## src/rtl/input_conditioner_pkg.sv

```systemverilog
// Shared types and helpers for the input conditioner: per-button FSM states
// and the common counter width used by debounce and autorepeat timers.
package input_conditioner_pkg;

  typedef enum logic [1:0] {
    ST_IDLE         = 2'd0,
    ST_PRESS_WAIT   = 2'd1,
    ST_HELD         = 2'd2,
    ST_RELEASE_WAIT = 2'd3
  } btn_state_e;

  function automatic int unsigned cnt_width(input int unsigned debounce,
                                            input int unsigned rpt_delay,
                                            input int unsigned rpt_period);
    int unsigned m;
    m = debounce;
    if (rpt_delay > m) m = rpt_delay;
    if (rpt_period > m) m = rpt_period;
    return $clog2(m) + 1;
  endfunction

endpackage

```

## src/rtl/input_conditioner_channel.sv

```systemverilog
// One push-button channel: synchronizer, debounce FSM and autorepeat timer.
// All outputs are registered single-cycle pulses or levels.
module input_conditioner_channel
  import input_conditioner_pkg::*;
#(
  parameter int unsigned SYNC_STAGES     = 2,
  parameter int unsigned DEBOUNCE_CYCLES = 50000,
  parameter int unsigned REPEAT_DELAY    = 25000000,
  parameter int unsigned REPEAT_PERIOD   = 5000000,
  parameter int unsigned BTN_ACTIVE_LOW  = 1,
  parameter int unsigned CNT_W           = cnt_width(DEBOUNCE_CYCLES, REPEAT_DELAY, REPEAT_PERIOD)
) (
  input  logic Clk,
  input  logic RstN,
  input  logic btn_pin_i,
  input  logic repeat_en_i,
  output logic level_o,
  output logic press_o,
  output logic release_o,
  output logic strobe_o
);

  localparam logic             RELEASED_LVL = (BTN_ACTIVE_LOW != 0);
  localparam logic [CNT_W-1:0] DB_LAST      = CNT_W'(DEBOUNCE_CYCLES - 1);
  localparam logic [CNT_W-1:0] RPT_DELAY_C  = CNT_W'(REPEAT_DELAY);
  localparam logic [CNT_W-1:0] RPT_PERIOD_C = CNT_W'(REPEAT_PERIOD);
  localparam logic [CNT_W-1:0] CNT_ONE      = CNT_W'(1);

  logic [SYNC_STAGES-1:0] sync_q, sync_d;
  logic                   pressed;
  btn_state_e             state_q, state_d;
  logic [CNT_W-1:0]       cnt_q, cnt_d;
  logic [CNT_W-1:0]       rpt_q, rpt_d, rpt_cur;
  logic                   level_q, level_d;
  logic                   press_q, press_d;
  logic                   release_q, release_d;
  logic                   strobe_q, strobe_d;

  assign sync_d  = {sync_q[SYNC_STAGES-2:0], btn_pin_i};
  assign pressed = sync_q[SYNC_STAGES-1] ^ RELEASED_LVL;
  // A cleared timer (after press or RepeatEn low) counts down the full delay.
  assign rpt_cur = (rpt_q == '0) ? RPT_DELAY_C : rpt_q;

  always_comb begin
    state_d   = state_q;
    cnt_d     = cnt_q;
    rpt_d     = rpt_q;
    level_d   = level_q;
    press_d   = 1'b0;
    release_d = 1'b0;
    strobe_d  = 1'b0;
    unique case (state_q)
      ST_IDLE: begin
        if (pressed) begin
          state_d = ST_PRESS_WAIT;
          cnt_d   = '0;
        end
      end
      ST_PRESS_WAIT: begin
        if (!pressed) begin
          state_d = ST_IDLE;
        end else if (cnt_q == DB_LAST) begin
          state_d  = ST_HELD;
          press_d  = 1'b1;
          strobe_d = 1'b1;
          level_d  = 1'b1;
          rpt_d    = '0;
        end else begin
          cnt_d = cnt_q + CNT_ONE;
        end
      end
      ST_HELD: begin
        if (!repeat_en_i) begin
          rpt_d = '0;
        end else if (pressed) begin
          if (rpt_cur == CNT_ONE) begin
            strobe_d = 1'b1;
            rpt_d    = RPT_PERIOD_C;
          end else begin
            rpt_d = rpt_cur - CNT_ONE;
          end
        end
        if (!pressed) begin
          state_d = ST_RELEASE_WAIT;
          cnt_d   = '0;
        end
      end
      ST_RELEASE_WAIT: begin
        if (pressed) begin
          state_d = ST_HELD;
        end else if (cnt_q == DB_LAST) begin
          state_d   = ST_IDLE;
          release_d = 1'b1;
          level_d   = 1'b0;
        end else begin
          cnt_d = cnt_q + CNT_ONE;
        end
      end
      default: state_d = ST_IDLE;
    endcase
  end

  always_ff @(posedge Clk or negedge RstN) begin
    if (!RstN) begin
      sync_q    <= {SYNC_STAGES{RELEASED_LVL}};
      state_q   <= ST_IDLE;
      cnt_q     <= '0;
      rpt_q     <= '0;
      level_q   <= 1'b0;
      press_q   <= 1'b0;
      release_q <= 1'b0;
      strobe_q  <= 1'b0;
    end else begin
      sync_q    <= sync_d;
      state_q   <= state_d;
      cnt_q     <= cnt_d;
      rpt_q     <= rpt_d;
      level_q   <= level_d;
      press_q   <= press_d;
      release_q <= release_d;
      strobe_q  <= strobe_d;
    end
  end

  assign level_o   = level_q;
  assign press_o   = press_q;
  assign release_o = release_q;
  assign strobe_o  = strobe_q;

endmodule

```

## src/rtl/input_conditioner.sv

```systemverilog
// Button and switch input conditioner: per-button debounce/autorepeat channels
// plus synchronized switches with change pulses masked just after reset.
module input_conditioner
  import input_conditioner_pkg::*;
#(
  parameter int unsigned BTN_COUNT       = 4,
  parameter int unsigned SW_COUNT        = 8,
  parameter int unsigned SYNC_STAGES     = 2,
  parameter int unsigned DEBOUNCE_CYCLES = 50000,
  parameter int unsigned REPEAT_DELAY    = 25000000,
  parameter int unsigned REPEAT_PERIOD   = 5000000,
  parameter int unsigned BTN_ACTIVE_LOW  = 1
) (
  input  logic                 Clk,
  input  logic                 RstN,
  input  logic [BTN_COUNT-1:0] Btn,
  input  logic [SW_COUNT-1:0]  Switch,
  input  logic [BTN_COUNT-1:0] RepeatEn,
  output logic [BTN_COUNT-1:0] BtnLevel,
  output logic [BTN_COUNT-1:0] BtnPress,
  output logic [BTN_COUNT-1:0] BtnRelease,
  output logic [BTN_COUNT-1:0] BtnStrobe,
  output logic [SW_COUNT-1:0]  SwitchSync,
  output logic [SW_COUNT-1:0]  SwitchChange
);

  localparam int unsigned      CNT_W     = cnt_width(DEBOUNCE_CYCLES, REPEAT_DELAY, REPEAT_PERIOD);
  localparam int unsigned      MASK_W    = $clog2(SYNC_STAGES + 2);
  localparam logic [MASK_W-1:0] MASK_LAST = MASK_W'(SYNC_STAGES + 1);
  localparam logic [MASK_W-1:0] MASK_ONE  = MASK_W'(1);

  for (genvar i = 0; i < BTN_COUNT; i++) begin : g_btn
    input_conditioner_channel #(
      .SYNC_STAGES    (SYNC_STAGES),
      .DEBOUNCE_CYCLES(DEBOUNCE_CYCLES),
      .REPEAT_DELAY   (REPEAT_DELAY),
      .REPEAT_PERIOD  (REPEAT_PERIOD),
      .BTN_ACTIVE_LOW (BTN_ACTIVE_LOW),
      .CNT_W          (CNT_W)
    ) u_channel (
      .Clk        (Clk),
      .RstN       (RstN),
      .btn_pin_i  (Btn[i]),
      .repeat_en_i(RepeatEn[i]),
      .level_o    (BtnLevel[i]),
      .press_o    (BtnPress[i]),
      .release_o  (BtnRelease[i]),
      .strobe_o   (BtnStrobe[i])
    );
  end

  logic [SYNC_STAGES-1:0][SW_COUNT-1:0] sw_sync_q, sw_sync_d;
  logic [SW_COUNT-1:0]                  sw_prev_q, sw_prev_d;
  logic [SW_COUNT-1:0]                  sw_chg_q, sw_chg_d;
  logic [MASK_W-1:0]                    mask_q, mask_d;
  logic                                 mask_done;

  // Post-reset mask covers the edges where the synchronizer still fills.
  assign mask_done = (mask_q == MASK_LAST);

  always_comb begin
    sw_sync_d = {sw_sync_q[SYNC_STAGES-2:0], Switch};
    sw_prev_d = sw_sync_q[SYNC_STAGES-1];
    mask_d    = mask_done ? mask_q : mask_q + MASK_ONE;
    sw_chg_d  = mask_done ? (sw_sync_q[SYNC_STAGES-1] ^ sw_prev_q) : '0;
  end

  always_ff @(posedge Clk or negedge RstN) begin
    if (!RstN) begin
      sw_sync_q <= '0;
      sw_prev_q <= '0;
      sw_chg_q  <= '0;
      mask_q    <= '0;
    end else begin
      sw_sync_q <= sw_sync_d;
      sw_prev_q <= sw_prev_d;
      sw_chg_q  <= sw_chg_d;
      mask_q    <= mask_d;
    end
  end

  assign SwitchSync   = sw_sync_q[SYNC_STAGES-1];
  assign SwitchChange = sw_chg_q;

endmodule

```

## config.mk

```make
export PLATFORM = sky130hd
export DESIGN_NAME = input_conditioner
export DESIGN_NICKNAME = d
export VERILOG_FILES = /design/src/rtl/input_conditioner_pkg.sv /design/src/rtl/input_conditioner_channel.sv /design/src/rtl/input_conditioner.sv
export SDC_FILE = /design/constraint.sdc
export NUM_CORES = 1
export LEC_CHECK = 0
export ABC_CLOCK_PERIOD_IN_PS = 3150
export BUFFER_PORTS_ARGS = -buffer_cell sky130_fd_sc_hd__buf_2
export CORE_MARGIN = 1.5
export CORE_UTILIZATION = 45
export CTS_CLUSTER_SIZE = 40
export DETAILED_ROUTE_END_ITERATION = 6
export MAX_ROUTING_LAYER = met4
export PLACE_DENSITY = 0.74
export SLEW_MARGIN = 40
export SYNTH_ARGS = -nofsm -noshare
export SYNTH_HDL_FRONTEND = slang
export SYNTH_SLANG_ARGS = --single-unit
```

## constraint.sdc

```tcl
create_clock -name Clk -period 3.15 [get_ports Clk]
set_clock_uncertainty 0.15 [all_clocks]
set_input_delay 0.7875 -clock Clk [delete_from_list [all_inputs] [get_ports Clk]]
set_output_delay 0.7875 -clock Clk [all_outputs]
set_load 0.02 [all_outputs]
```

==> summary.md <==
| Metric | Value |
|---|---|
| Dpl hpwl | `about 23 mm` |
| Port buffer count | `49` |
| Final #Nets | `1,749` |
| Top fanout value on the critical path | `14` |
| Initial Utilization | `0.459` |
| Site Rows | `66` |
| Vias per cell | `around 6` |
| Synth Flop Type | `dfrtp_1` |
| Clk_lat worst skew | `just under 0.6 ns` |
| Top Ports | `50` |
| MaxCap Viol Count | `0` |
| CP Buf/Inv Count | `1` |
| CTS clk-pin slew, worst paths | `0.06 ns` |
| Starting DRT DRC Count | `1,207` |
| Hold Worst Slack | `0.0939 ns` |
| Synth Net Count | `1,696` |
| Chip Width | `186 um` |
| Sw power | `7.42 mW` |
| Initial antenna violation count | `0` |
| Multi-input gate area | `7550 um^2` |
| First-pass GRT wire length | `58.7 mm` |
| Layout cells sized above 1 | `0.118` |
| Net Sw Frac | `0.447` |
| Slowest CP cell | `or4_4` |
| Hold Vio Cnt, Final | `0` |
| Crit path launch type | `flip-flop` |
| Gate power share | `0.510` |
| Die footprint | `34,500 um^2` |
| Routability cong. | `~0.94` |
| Vias in the first global route | `roughly 12k` |
| Pin count of the biggest net entering global routing | `93` |
| RSZ-0062 raised after global routing | `false` |
| Total grt overflow | `0` |
| Core area | `32,700 um^2` |
| Max H-tree Level | `1` |
| Die Y | `186 um` |
| Clock power frac | `0.211` |
| CP arrival | `3.36 ns` |
| FF+latch area | `6870 um^2` |
| Cell Chain, Critical Path | `or4_1 -> or4_4 -> o32a_1 -> or3_1 -> buf_4 -> o21ai_0 -> a21o_1` |
| Total GRT Usage | `0.208` |
| Num CTS Buffers | `30` |
| Setup TNS | `0 ns` |
| Post-synth ARST share | `1.00` |
| Max VDD drop | `0.571 mV` |
| CP peak stage delay | `between 0.5 and 0.6 ns` |
| Status | `completed` |
| Antenna cell count | `0` |
| CTS tree | `done` |
| Critical path capture point type | `flip-flop` |
| Pwr/cell area | `between 900 and 1000 nW/um^2` |
| Filler instances | `approximately 3k` |
| Sequential Power Share | `0.280` |
| Area Growth Syn to Fin | `12.7%` |
| Vias | `between 10k and 15k` |
| Worst rel slew slack | `0.506` |
| Max Fclk | `332 MHz` |
| Critical Path Start | `g_btn[3].u_channel.cnt_q[20]$_DFFE_PN0P_` |
| Clock root cell | `clkbuf_16` |
| Top cell family by delay on the critical path | `simple AND/OR/NAND/NOR gates` |
| Final setup violation count | `0` |
| Number of flops mapped to enable cells by yosys | `0` |
| RR Startpoint | `g_btn[3].u_channel.cnt_q[20]$_DFFE_PN0P_` |
| Min cycle time layout | `3.02 ns` |
| Antenna viol nets, final | `0` |
| Avg WL per Cell | `between 15 and 20 um` |
| Synth warnings | `0` |
| Cell Area, Synth | `15,000 um^2` |
| Avg Inst Size Synth | `about 9.1 um^2` |
| Synth unique cells | `84` |
| Synthesis-stage register bit count | `274` |
| Clk buf depth | `3` |
| Final WL | `34.4 mm` |
| Cell-internal power | `approximately 9.2 mW` |
| DRT Pass-1 Iters | `5` |
| Cells after Synth | `1,649` |
| Kind of critical path | `reg2reg` |
| Max Slew Vio Count | `0` |
| HP Class | `in2async` |
| Least-Margin Pin Slew | `0.730 ns` |
| Clock sink total | `274` |
| Worst Path Required | `3.50 ns` |
| Leak Pwr | `7.33 nW` |
| Remaining DRCs | `0` |
| Register area share after synthesis | `0.457` |
| Final Core Density | `0.517` |
| Final period util | `0.957` |
## metal layers
metal,vias up,GRT usage,routed length [um]
met4,0,0.0452,474
met5,-,-,0
met1,6164,0.283,15800
li1,6155,-,-
met3,45,0.0258,1910
met2,375,0.335,16200
## area by class of cell
type | count | area share
Multi-Input combinational cell | 1230 | 0.446
Sequential cell | 274 | 0.406
Clock buffer | 40 | 0.0490
Timing Repair Buffer | 108 | 0.0435
Tap cell | 442 | 0.0327
Inverter | 58 | 0.0129
Clock inverter | 16 | 0.00977
## repair_timing
| action | in CTS | in global routing |
|---|---|---|
| endpoints found under the hold margin | 0 | 0 |
| setup buffers | 0 | 0 |
| hold buffers | 0 | 0 |
| setup endpoints to repair | 0 | 8 |
| gates resized for setup | 0 | 1 |
## cells in the mapped netlist, drive strengths merged (13+ instances only)
cell    instances  area share
buf            25       0.012
ha             29       0.024
o31ai          21       0.011
or3            49       0.020
nor4           45       0.019
a21o           21       0.011
inv            57       0.014
a31oi          16      0.0067
clkbuf         62       0.016
nor2          165       0.041
a21oi          99       0.033
o21a           14      0.0071
nor4b          16      0.0093
xor2           31       0.018
xnor2          56       0.033
nand2         119       0.030
and2           19      0.0079
o21ai         105       0.035
dfrtp         266        0.44
and3           21      0.0088
nand3          64       0.021
a211oi         13      0.0065
or4            26       0.014
nor3           72       0.024
nand4          40       0.017
and4           15      0.0088
## path summary, 6_finish.rpt
path	endpoint	slack, ns	cells after the start
max	g_btn[3].u_channel.rpt_q[3]$_DFFE_PN0P_	0.13	7
max in group asynchronous	g_btn[2].u_channel.sync_q[1]$_DFF_PN1_	1.93	2
min	g_btn[1].u_channel.release_o$_DFF_PN0_	0.09	1
min in group Clk	g_btn[1].u_channel.sync_q[0]$_DFF_PN1_	0.16	1
min reg2reg	SwitchSync[7]$_DFF_PN0_	0.20	0
max reg2reg	g_btn[3].u_channel.rpt_q[3]$_DFFE_PN0P_	0.13	7
## state kept, by name, summed over array words and instances (netlist names), named ones only
register and flops:
SwitchChange 8, SwitchSync 8, g_btn.u_channel.cnt_q 104, g_btn.u_channel.level_o 4, g_btn.u_channel.press_o 4, g_btn.u_channel.release_o 4
g_btn.u_channel.rpt_q 104, g_btn.u_channel.state_q 4, g_btn.u_channel.strobe_o 4, g_btn.u_channel.sync_q 8, mask_q 2, sw_prev_q 8
sw_sync_d 8
## power groups by stage
stage	Combinational (mW)	Clock [mW]	Sequential [mW]
2_1_floorplan	6.20	0	4.53
3_3_place_gp	8.11	0	4.65
3_5_place_dp	8.28	0	4.68
4_1_cts	8.33	3.60	4.62
5_1_grt	9.41	3.74	4.73
6_report	8.46	3.50	4.64
## placed cells by master, fill, tap and decap left out, types with 9 or more instances in the layout
| master | count |
|---|---|
| and4_1 | 15 |
| and2_1 | 18 |
| inv_1 | 57 |
| and3_1 | 20 |
| a31oi_1 | 16 |
| or4_1 | 24 |
| or3_1 | 49 |
| nand4_1 | 40 |
| nor3_1 | 71 |
| buf_4 | 56 |
| buf_2 | 48 |
| o31ai_1 | 21 |
| dfrtp_1 | 266 |
| nand2_1 | 119 |
| ha_1 | 29 |
| xor2_1 | 31 |
| a21o_1 | 21 |
| a22o_1 | 12 |
| xnor2_1 | 56 |
| a211oi_1 | 13 |
| o21a_1 | 13 |
| o21ai_0 | 99 |
| a31o_2 | 9 |
| nor2_1 | 165 |
| o22a_1 | 12 |
| nor4b_1 | 16 |
| clkbuf_16 | 30 |
| o211ai_1 | 10 |
| a21oi_1 | 99 |
| nand3_1 | 64 |
| nor3b_1 | 10 |
| o22ai_1 | 10 |
| nor4_1 | 45 |
## logic make-up after synthesis
kind of cell,after synthesis,share of synthesized area
and+or+nand+nor,703,0.247
muxes,8,0.00558
adders and majority gates,29,0.0242
DFF,274,0.457
xor gates and xnor gates,87,0.0508
buffers and inverters,145,0.0415
AOI/OAI and AO/OA,403,0.174
## worst reg2reg max path, cell delays in order (launching register included)
cell and delay, ns:
dfrtp_1 0.38, or4_1 0.53, or4_4 0.57, o32a_1 0.42
or3_1 0.38, buf_4 0.20, o21ai_0 0.18, a21o_1 0.13
## metrics by stage
stage               worst slack, ns  power, mW  cells  instance area (um^2)
floorplan                     0.203       10.7   1649                 15000
global placement              0.208       12.8   2112                 15900
detailed placement            0.156       13.0   2112                 15900
CTS                           0.134       16.5   2168                 16900
global route                 0.0272       17.9   2168                 16900
finish                        0.134       16.6   2168                 16900
No activity file was read; power rests on OpenSTA's default activity.
